$ cat src/rtl/commit_trace_buffer.sv
`default_nettype none
// ============================================================================
// Module      : commit_trace_buffer
// Description : Circular capture buffer for retired RV32 instructions. Once
//               armed, every commit (PC, instruction word, rd, writeback data)
//               is stored. The buffer overwrites the oldest entry when full.
//               A PC-match trigger freezes capture after a programmable
//               number of further commits. The frozen trace is drained
//               oldest-first through a pop interface.
// Ports       : clk, rst (async, active-high)
//               commit_valid/pc/instr/rd/wdata : retire snoop
//               arm, stop                      : capture control
//               trig_en, trig_pc, post_count   : trigger setup
//               rd_en -> rd_valid, rd_pc/instr/rd/wdata : drain port
//               state, count, overflow         : status
// Revision    : 1.0 - initial release
// ============================================================================
module commit_trace_buffer #(
  parameter int DATA_WIDTH = 32,
  parameter int PC_WIDTH   = 32,
  parameter int DEPTH      = 16,
  parameter int CW         = $clog2(DEPTH) + 1
) (
  input  logic                  clk,
  input  logic                  rst,
  input  logic                  commit_valid,
  input  logic [PC_WIDTH-1:0]   commit_pc,
  input  logic [31:0]           commit_instr,
  input  logic [4:0]            commit_rd,
  input  logic [DATA_WIDTH-1:0] commit_wdata,
  input  logic                  arm,
  input  logic                  stop,
  input  logic                  trig_en,
  input  logic [PC_WIDTH-1:0]   trig_pc,
  input  logic [CW-1:0]         post_count,
  input  logic                  rd_en,
  output logic                  rd_valid,
  output logic [PC_WIDTH-1:0]   rd_pc,
  output logic [31:0]           rd_instr,
  output logic [4:0]            rd_rd,
  output logic [DATA_WIDTH-1:0] rd_wdata,
  output logic [1:0]            state,
  output logic [CW-1:0]         count,
  output logic                  overflow
);

  localparam int AW = $clog2(DEPTH);

  localparam logic [1:0] c_st_idle  = 2'd0;
  localparam logic [1:0] c_st_armed = 2'd1;
  localparam logic [1:0] c_st_trig  = 2'd2;
  localparam logic [1:0] c_st_done  = 2'd3;

  localparam logic [CW-1:0] c_full     = CW'(DEPTH);
  localparam logic [CW-1:0] c_max_post = CW'(DEPTH - 1);
  localparam logic [CW-1:0] c_one      = CW'(1);
  localparam logic [AW-1:0] c_ptr_one  = AW'(1);

  // Entry storage; deliberately never cleared so it maps onto plain RAM.
  logic [PC_WIDTH-1:0]   mem_pc_q    [DEPTH];
  logic [31:0]           mem_instr_q [DEPTH];
  logic [4:0]            mem_rd_q    [DEPTH];
  logic [DATA_WIDTH-1:0] mem_wdata_q [DEPTH];

  logic [1:0]    state_q,  state_d;
  logic [AW-1:0] wr_ptr_q, wr_ptr_d;
  logic [AW-1:0] rd_ptr_q, rd_ptr_d;
  logic [CW-1:0] count_q,  count_d;
  logic [CW-1:0] rem_q,    rem_d;
  logic          ovf_q,    ovf_d;

  logic          w_wr_en;
  logic          w_trig_hit;
  logic [CW-1:0] w_post_clamped;

  assign w_trig_hit = commit_valid && trig_en && (commit_pc == trig_pc);

  // Clamp so the trigger entry itself can never be overwritten.
  assign w_post_clamped = (post_count > c_max_post) ? c_max_post : post_count;

  always_comb begin
    state_d  = state_q;
    wr_ptr_d = wr_ptr_q;
    rd_ptr_d = rd_ptr_q;
    count_d  = count_q;
    rem_d    = rem_q;
    ovf_d    = ovf_q;
    w_wr_en  = 1'b0;

    if (arm) begin
      // Re-arm wins over everything; a same-cycle commit is dropped.
      state_d  = c_st_armed;
      wr_ptr_d = '0;
      rd_ptr_d = '0;
      count_d  = '0;
      rem_d    = '0;
      ovf_d    = 1'b0;
    end else begin
      case (state_q)
        c_st_armed, c_st_trig: begin
          if (commit_valid) begin
            w_wr_en  = 1'b1;
            wr_ptr_d = wr_ptr_q + c_ptr_one;
            if (count_q == c_full) begin
              // Full: the write lands on the oldest slot, so drop it.
              rd_ptr_d = rd_ptr_q + c_ptr_one;
              ovf_d    = 1'b1;
            end else begin
              count_d = count_q + c_one;
            end
          end

          if (stop) begin
            state_d = c_st_done;
          end else if ((state_q == c_st_armed) && w_trig_hit) begin
            rem_d   = w_post_clamped;
            state_d = (w_post_clamped == '0) ? c_st_done : c_st_trig;
          end else if ((state_q == c_st_trig) && commit_valid) begin
            rem_d = rem_q - c_one;
            if (rem_q == c_one) begin
              state_d = c_st_done;
            end
          end
        end

        c_st_done: begin
          if (rd_en && (count_q != '0)) begin
            rd_ptr_d = rd_ptr_q + c_ptr_one;
            count_d  = count_q - c_one;
          end
        end

        default: begin
        end
      endcase
    end
  end

  always_ff @(posedge clk or posedge rst) begin
    if (rst) begin
      state_q  <= c_st_idle;
      wr_ptr_q <= '0;
      rd_ptr_q <= '0;
      count_q  <= '0;
      rem_q    <= '0;
      ovf_q    <= 1'b0;
    end else begin
      state_q  <= state_d;
      wr_ptr_q <= wr_ptr_d;
      rd_ptr_q <= rd_ptr_d;
      count_q  <= count_d;
      rem_q    <= rem_d;
      ovf_q    <= ovf_d;
    end
  end

  always_ff @(posedge clk) begin
    if (w_wr_en) begin
      mem_pc_q[wr_ptr_q]    <= commit_pc;
      mem_instr_q[wr_ptr_q] <= commit_instr;
      mem_rd_q[wr_ptr_q]    <= commit_rd;
      mem_wdata_q[wr_ptr_q] <= commit_wdata;
    end
  end

  // Zero-latency read of the oldest entry, gated so idle outputs read as 0.
  assign rd_valid = (state_q == c_st_done) && (count_q != '0);
  assign rd_pc    = rd_valid ? mem_pc_q[rd_ptr_q]    : '0;
  assign rd_instr = rd_valid ? mem_instr_q[rd_ptr_q] : '0;
  assign rd_rd    = rd_valid ? mem_rd_q[rd_ptr_q]    : '0;
  assign rd_wdata = rd_valid ? mem_wdata_q[rd_ptr_q] : '0;

  assign state    = state_q;
  assign count    = count_q;
  assign overflow = ovf_q;

endmodule
`default_nettype wire

$ cat config.mk
export PLATFORM = sky130hd
export DESIGN_NAME = commit_trace_buffer
export DESIGN_NICKNAME = d
export VERILOG_FILES = /design/src/rtl/commit_trace_buffer.sv
export SDC_FILE = /design/constraint.sdc
export NUM_CORES = 1
export LEC_CHECK = 0
export CORE_ASPECT_RATIO = 1.75
export CORE_MARGIN = 8
export CORE_UTILIZATION = 30
export DETAILED_ROUTE_END_ITERATION = 10
export MAX_ROUTING_LAYER = met4
export PLACE_DENSITY = 0.49
export RECOVER_POWER = 100
export SLEW_MARGIN = 25
export SYNTH_ARGS = -nofsm -noshare
export SYNTH_HDL_FRONTEND = slang
export SYNTH_SLANG_ARGS = --single-unit
$ cat constraint.sdc
create_clock -name clk -period 8.9 [get_ports clk]
set_clock_uncertainty 0.05 [all_clocks]
set_input_delay 1.78 -clock clk [delete_from_list [all_inputs] [get_ports clk]]
set_output_delay 1.78 -clock clk [all_outputs]
set_load 0.005 [all_outputs]
Word-level counts from Yosys, hierarchy flattened. Memories as Yosys holds them, arrays and structs flattened. Index checks and enable logic that the tools add are counted.

Equal/unequal tests: 11. Multiplexer cells: 39. $lt $le $gt $ge: 1. Add/subtract/negate cells: 5. Reduce and logical (&&, ||, !) cells: 22.

Operators by type and width (number): $mux W32 (3); $mux W5 (11); $eq A32 B32 Y1 (1); $mux W4 (7); $mux W2 (6); $ne A3 B3 Y1 const B (4); $mux W1 (10); $pmux W5 S2 (1); $sub A5 B1 Y5 const B (2); $reduce_and A3 Y1 (3); $add A4 B1 Y4 const B (2); $pmux W4 S2 (1); $reduce_and A4 Y1 (2); $reduce_bool A4 Y1 (2); $logic_and A1 B1 Y1 (6); $reduce_bool A2 Y1 (3); $reduce_bool A3 Y1 (2); $add A5 B1 Y5 const B (1); $eq A5 B1 Y1 const B (1); $eq A5 B5 Y1 const B (1); $gt A5 B4 Y1 const B (1); $logic_not A5 Y1 (1); $reduce_bool A5 Y1 (1); $eq A2 B2 Y1 const B (2); other kinds (4) (4).

Memory bits (writable): 1616. Word-level logic and storage cells: 88. Output and inout bits: 110. Memories kept: 4. Register bits after elaboration: 21.

Memory list: mem_instr_q (words 16, width 32, read ports 1, clocked after Yosys merged registers in 0, wr ports 1, line 61) `logic [31:0] mem_instr_q [DEPTH];`; mem_pc_q (words 16, width 32, read ports 1, clocked after Yosys merged registers in 0, wr ports 1, line 60) `logic [PC_WIDTH-1:0] mem_pc_q [DEPTH];`; mem_wdata_q (words 16, width 32, read ports 1, clocked after Yosys merged registers in 0, wr ports 1, line 63) `logic [DATA_WIDTH-1:0] mem_wdata_q [DEPTH];`; mem_rd_q (words 16, width 5, read ports 1, clocked after Yosys merged registers in 0, wr ports 1, line 62) `logic [4:0] mem_rd_q [DEPTH];`.

Logic depth before layout (Yosys ltp).
Depth in word-level cells: 8. Depth in mapped cells: 9. Gate-level depth less buffers: 9.

Worst setup path before layout. Ideal clock, no wire load.

Path type: input to register. From: input port commit_valid. To: memory mem_instr_q[2][0] (enable). Arrival: 9320 ps. Path buffers: 1. Stages: 5. Setup time: 685 ps. Slack: -1155 ps. Required time: 8165 ps. Cell sequence: nor2b_1 -> clkbuf_1 -> nor2b_1 -> nand2_1 -> nor3_1.

Longest elaborated chain between the ends: 5.

RTL lines: from (decl) (line 26) `input logic commit_valid,`; $mux W1 (line 101) `if (commit_valid) begin`; $mux W1 (line 99) `case (state_q)`; $mux W1 (line 90) `if (arm) begin`; $mux W1 (line 158) `if (w_wr_en) begin`; $mux W1 (implied by the code) (line 160) `mem_instr_q[wr_ptr_q] <= commit_instr;`; to (decl) (line 61).

Every way passes these cells.

Final worst setup path.
From: input port commit_valid. To: memory mem_instr_q[7][27] (enable).

The elaborated chain is that of the path after synthesis.

==> key figures <==
Outcome
  • Outcome: finished, violations left
  • Failing checks: max-capacitance violations, max-slew violations

Clock network
  • PostCTS Resize Cnt: 0
  • Clock buffer depth: 4
  • Clk slew on worst S/H paths: 0.07 ns
  • Clock root cell: clkbuf_16
  • Clock latency on the worst-skew pair: 0.78 ns
  • CTS tree: done
  • Hold-fix buffers at CTS: 0
  • Total CTS buffers: 164
  • Post-CTS Setup Repair Bufs: 0
  • H-tree Lvls: 4
  • TritonCTS Sinks: 1637

STA
  • Max frequency: 137 MHz
  • RSZ-0062 raised after global routing: false
  • Setup-failing EPs final: 0
  • Fin crit period: 7.32 ns
  • Sum Neg Setup Slack: 0 ns
  • Worst Setup Slack, final: 1.58 ns
  • Relative slew slack: -230%
  • Final hold vios: 0
  • Final Slew Violations: 1649
  • Period utilization: 82.3%
  • Worst-Margin Slew: 4.95 ns

Synth
  • Post-synthesis cell area: 0.0629 mm²
  • Post-synth EDFFs: 1616
  • Cell taking the most area after synthesis: edfxtp_1
  • Seq/Total Area, Yosys: 77.9%
  • Syn_nets: 2724
  • Top_reg_cell synth: edfxtp_1
  • Library cells used by synthesis: 42
  • #FFs+latches synth: 1637
  • Synth Area in Simple Gates: 1.64%
  • Count leader, synth: edfxtp_1
  • Compound-cell area share of the yosys netlist: 0.298%
  • Synth warn: 0
  • Synth top area cells: edfxtp_1 (77%), mux4_2 (18%), nor2b_1 (1.0%), dfrtp_1 (0.83%), xor2_1 (0.51%)
  • Post-synth top cells: edfxtp_1 (1616), mux4_2 (505), nor2b_1 (104)
  • Largest family of logic cells by synthesized area: multiplexers
  • Xor/xnor share of the synthesized area: 0.626%
  • Asr flop ratio synth: 1.28%
  • Adder-cell share of the synthesized area: 0.290%
  • Post-Synthesis Cells: 2565
  • Mux cell area share after synthesis: 18.2%
  • Share of the synthesized area in the top cell type: 77.1%
  • Post-synthesis average cell area: 24.5 µm²

Placement
  • Dpl hpwl: 81000 µm
  • DP Worst Slack: 3.36 ns
  • Dpl cell area: 0.0692 mm²
  • RePlAce Congestion: 0.684
  • Port buffer count: 254

Layout
  • Fin util: 35.3%
  • Share of layout cells above drive strength 1: 24.8%
  • Final #Nets: 3065
  • Area growth syn-to-layout: 17.2%
  • Final instance area: 0.0738 mm²
  • Fillers: 19300

Worst hold path
  • Hold path startpoint: overflow
  • Hold Crit Class: flip-flop to flip-flop
  • End of the worst hold path: overflow
  • Min-Delay Path Depth: 2

Global route
  • Remaining Overflow, GRT: 0
  • Largest net degree at the start of global routing: 145
  • Vias in the first global route: 31400
  • Initial antenna violation count: 42
  • All-Layer GR Usage: 15.0%
  • Global-route wire length before repair: 237000 µm

Pwr
  • Total power: 16300 µW
  • Leakage power: 0.0220 µW
  • VDD IR max: 0.000122 V
  • Pwr/cell area: 221 mW/mm²

Critical path
  • Reg2reg end: mem_instr_q[7][27]
  • CP delay by family, top: buffers and inverters
  • Crit path buf inv count: 2
  • Worst path most repeated cell: nor2b_1
  • Critical path type: input pin to flip-flop
  • Slowest CP cell: dlymetal6s2s_1
  • CP max FO: 55
  • Crit path launch type: input pin
  • Reg2reg path depth: 7
  • Worst setup EP type: flip-flop
  • R2R Setup Slk: 2.27 ns
  • Critical R2R Launch: state[0]
  • CP Data Arrival Time: 7.54 ns
  • Worst endpoint required time: 9.11 ns
  • Crit path cell chain: dlygate4sd3_1 > nor2b_1 > nor2b_1 > nand2_1 > nor2_1 > dlymetal6s2s_1
  • Max incr delay on CP: 3.27 ns

Die
  • Die Y: 622 µm
  • Core area: 0.209 mm²
  • Die Area: 0.225 mm²
  • Die W: 362 µm
  • Initial core utilization: 30.1%
  • Std cell rows: 222
  • I/O pins: 255

Detailed routing
  • First DRT Iteration DRCs: 2110
  • Remaining DRCs: 0
  • Routed Antenna Nets: 0
  • Avg Vias per Cell: 4.82
  • DRT Wirelength: 165000 µm
  • Routed vias: 28100
  • First-pass iteration count of the detailed router: 4
  • WL per Instance: 28.3 µm

Flow run
  • Max Cap Viol: 38
==> power breakdown <==
group	internal, µW	total [µW]	switching (µW)
combinational	617	1220	606
sequential	8530	8570	39.1
clock	3630	6500	2880
==> flip-flops by register name, summed over array words and instances (netlist names) <==
| signal | flops |
|---|---|
| count | 5 |
| mem_pc_q | 512 |
| state | 2 |
| mem_rd_q | 80 |
| mem_wdata_q | 512 |
| rem_q | 5 |
| mem_instr_q | 512 |
| overflow | 1 |
| wr_ptr_q | 4 |
| rd_ptr_q | 4 |
==> kinds of logic after synthesis <==
kind of cell	after synthesis
adders and majority gates	14
AOI/OAI and AO/OA	28
xor gates and xnor gates	45
buffers and inverters	144
and+or+nand+nor	187
muxes	510
DFF	1637
==> metal layers <==
layer / routed length [µm] / global-route usage [%] / up-vias
met5: 0 / - / -
met4: 4010 / 3.65 / 0
met3: 5990 / 2.41 / 246
met2: 84800 / 25.5 / 593
met1: 70700 / 18.8 / 15600
li1: - / - / 11700
==> cells in the final DEF, fill, tap and decap left out, types with 3 or more instances in the layout <==
cell type	n
inv_1	12
dfrtp_1	18
xor2_2	3
nor2_4	4
nor2_1	31
diode_2	21
dfrtp_4	3
clkbuf_1	62
clkinv_4	3
nor4_1	9
clkdlybuf4s50_1	48
o21ai_0	6
buf_4	4
buf_12	9
bufinv_16	6
dlygate4sd3_1	206
clkbuf_16	168
mux2i_1	4
mux4_2	505
a21oi_1	5
inv_6	6
ha_1	13
edfxtp_1	1616
a311oi_1	3
nand4_1	3
nor2b_1	104
clkbuf_2	10
xor2_1	34
nor3_1	10
clkinv_2	20
xnor2_1	8
nand2_1	15
clkinv_1	40
==> tightest hold or removal path, stage by stage, from the launching register on <==
cell and delay, ns:
dfrtp_1 0.36, a31oi_1 0.04, nor2_1 0.08
==> layout make-up <==
class	count	area, µm²	area share [%]
Inverter	12	45.0	0.0611
Clock buffer	203	4340	5.88
Clock inverter	78	544	0.738
Tap cell	2800	3500	4.75
Timing Repair Buffer	307	2940	3.98
Antenna cell	21	52.6	0.0712
Sequential cell	1637	49100	66.5
Multi-Input combinational cell	784	13300	18.0
==> worst max path at each step <==
stage	start	to	depth (start not counted)
after detailed placement	commit_valid	mem_instr_q[13][7]	7
after global routing	commit_valid	mem_instr_q[7][27]	6
final	commit_valid	mem_instr_q[7][27]	6
after floorplan	commit_valid	mem_instr_q[1][0]	5
after global placement	rd_ptr_q[0]	rd_pc[23]	5
after CTS	rd_ptr_q[0]	rd_pc[26]	5
==> metrics by stage <==
stage,cells,hold WS (ns)
final,5842,0.465
after global routing,5838,0.523
after CTS,5821,0.481
after detailed placement,5540,0.457
after global placement,5540,0.468
after floorplan,2565,0.436
(Power assumes the default switching activity.)
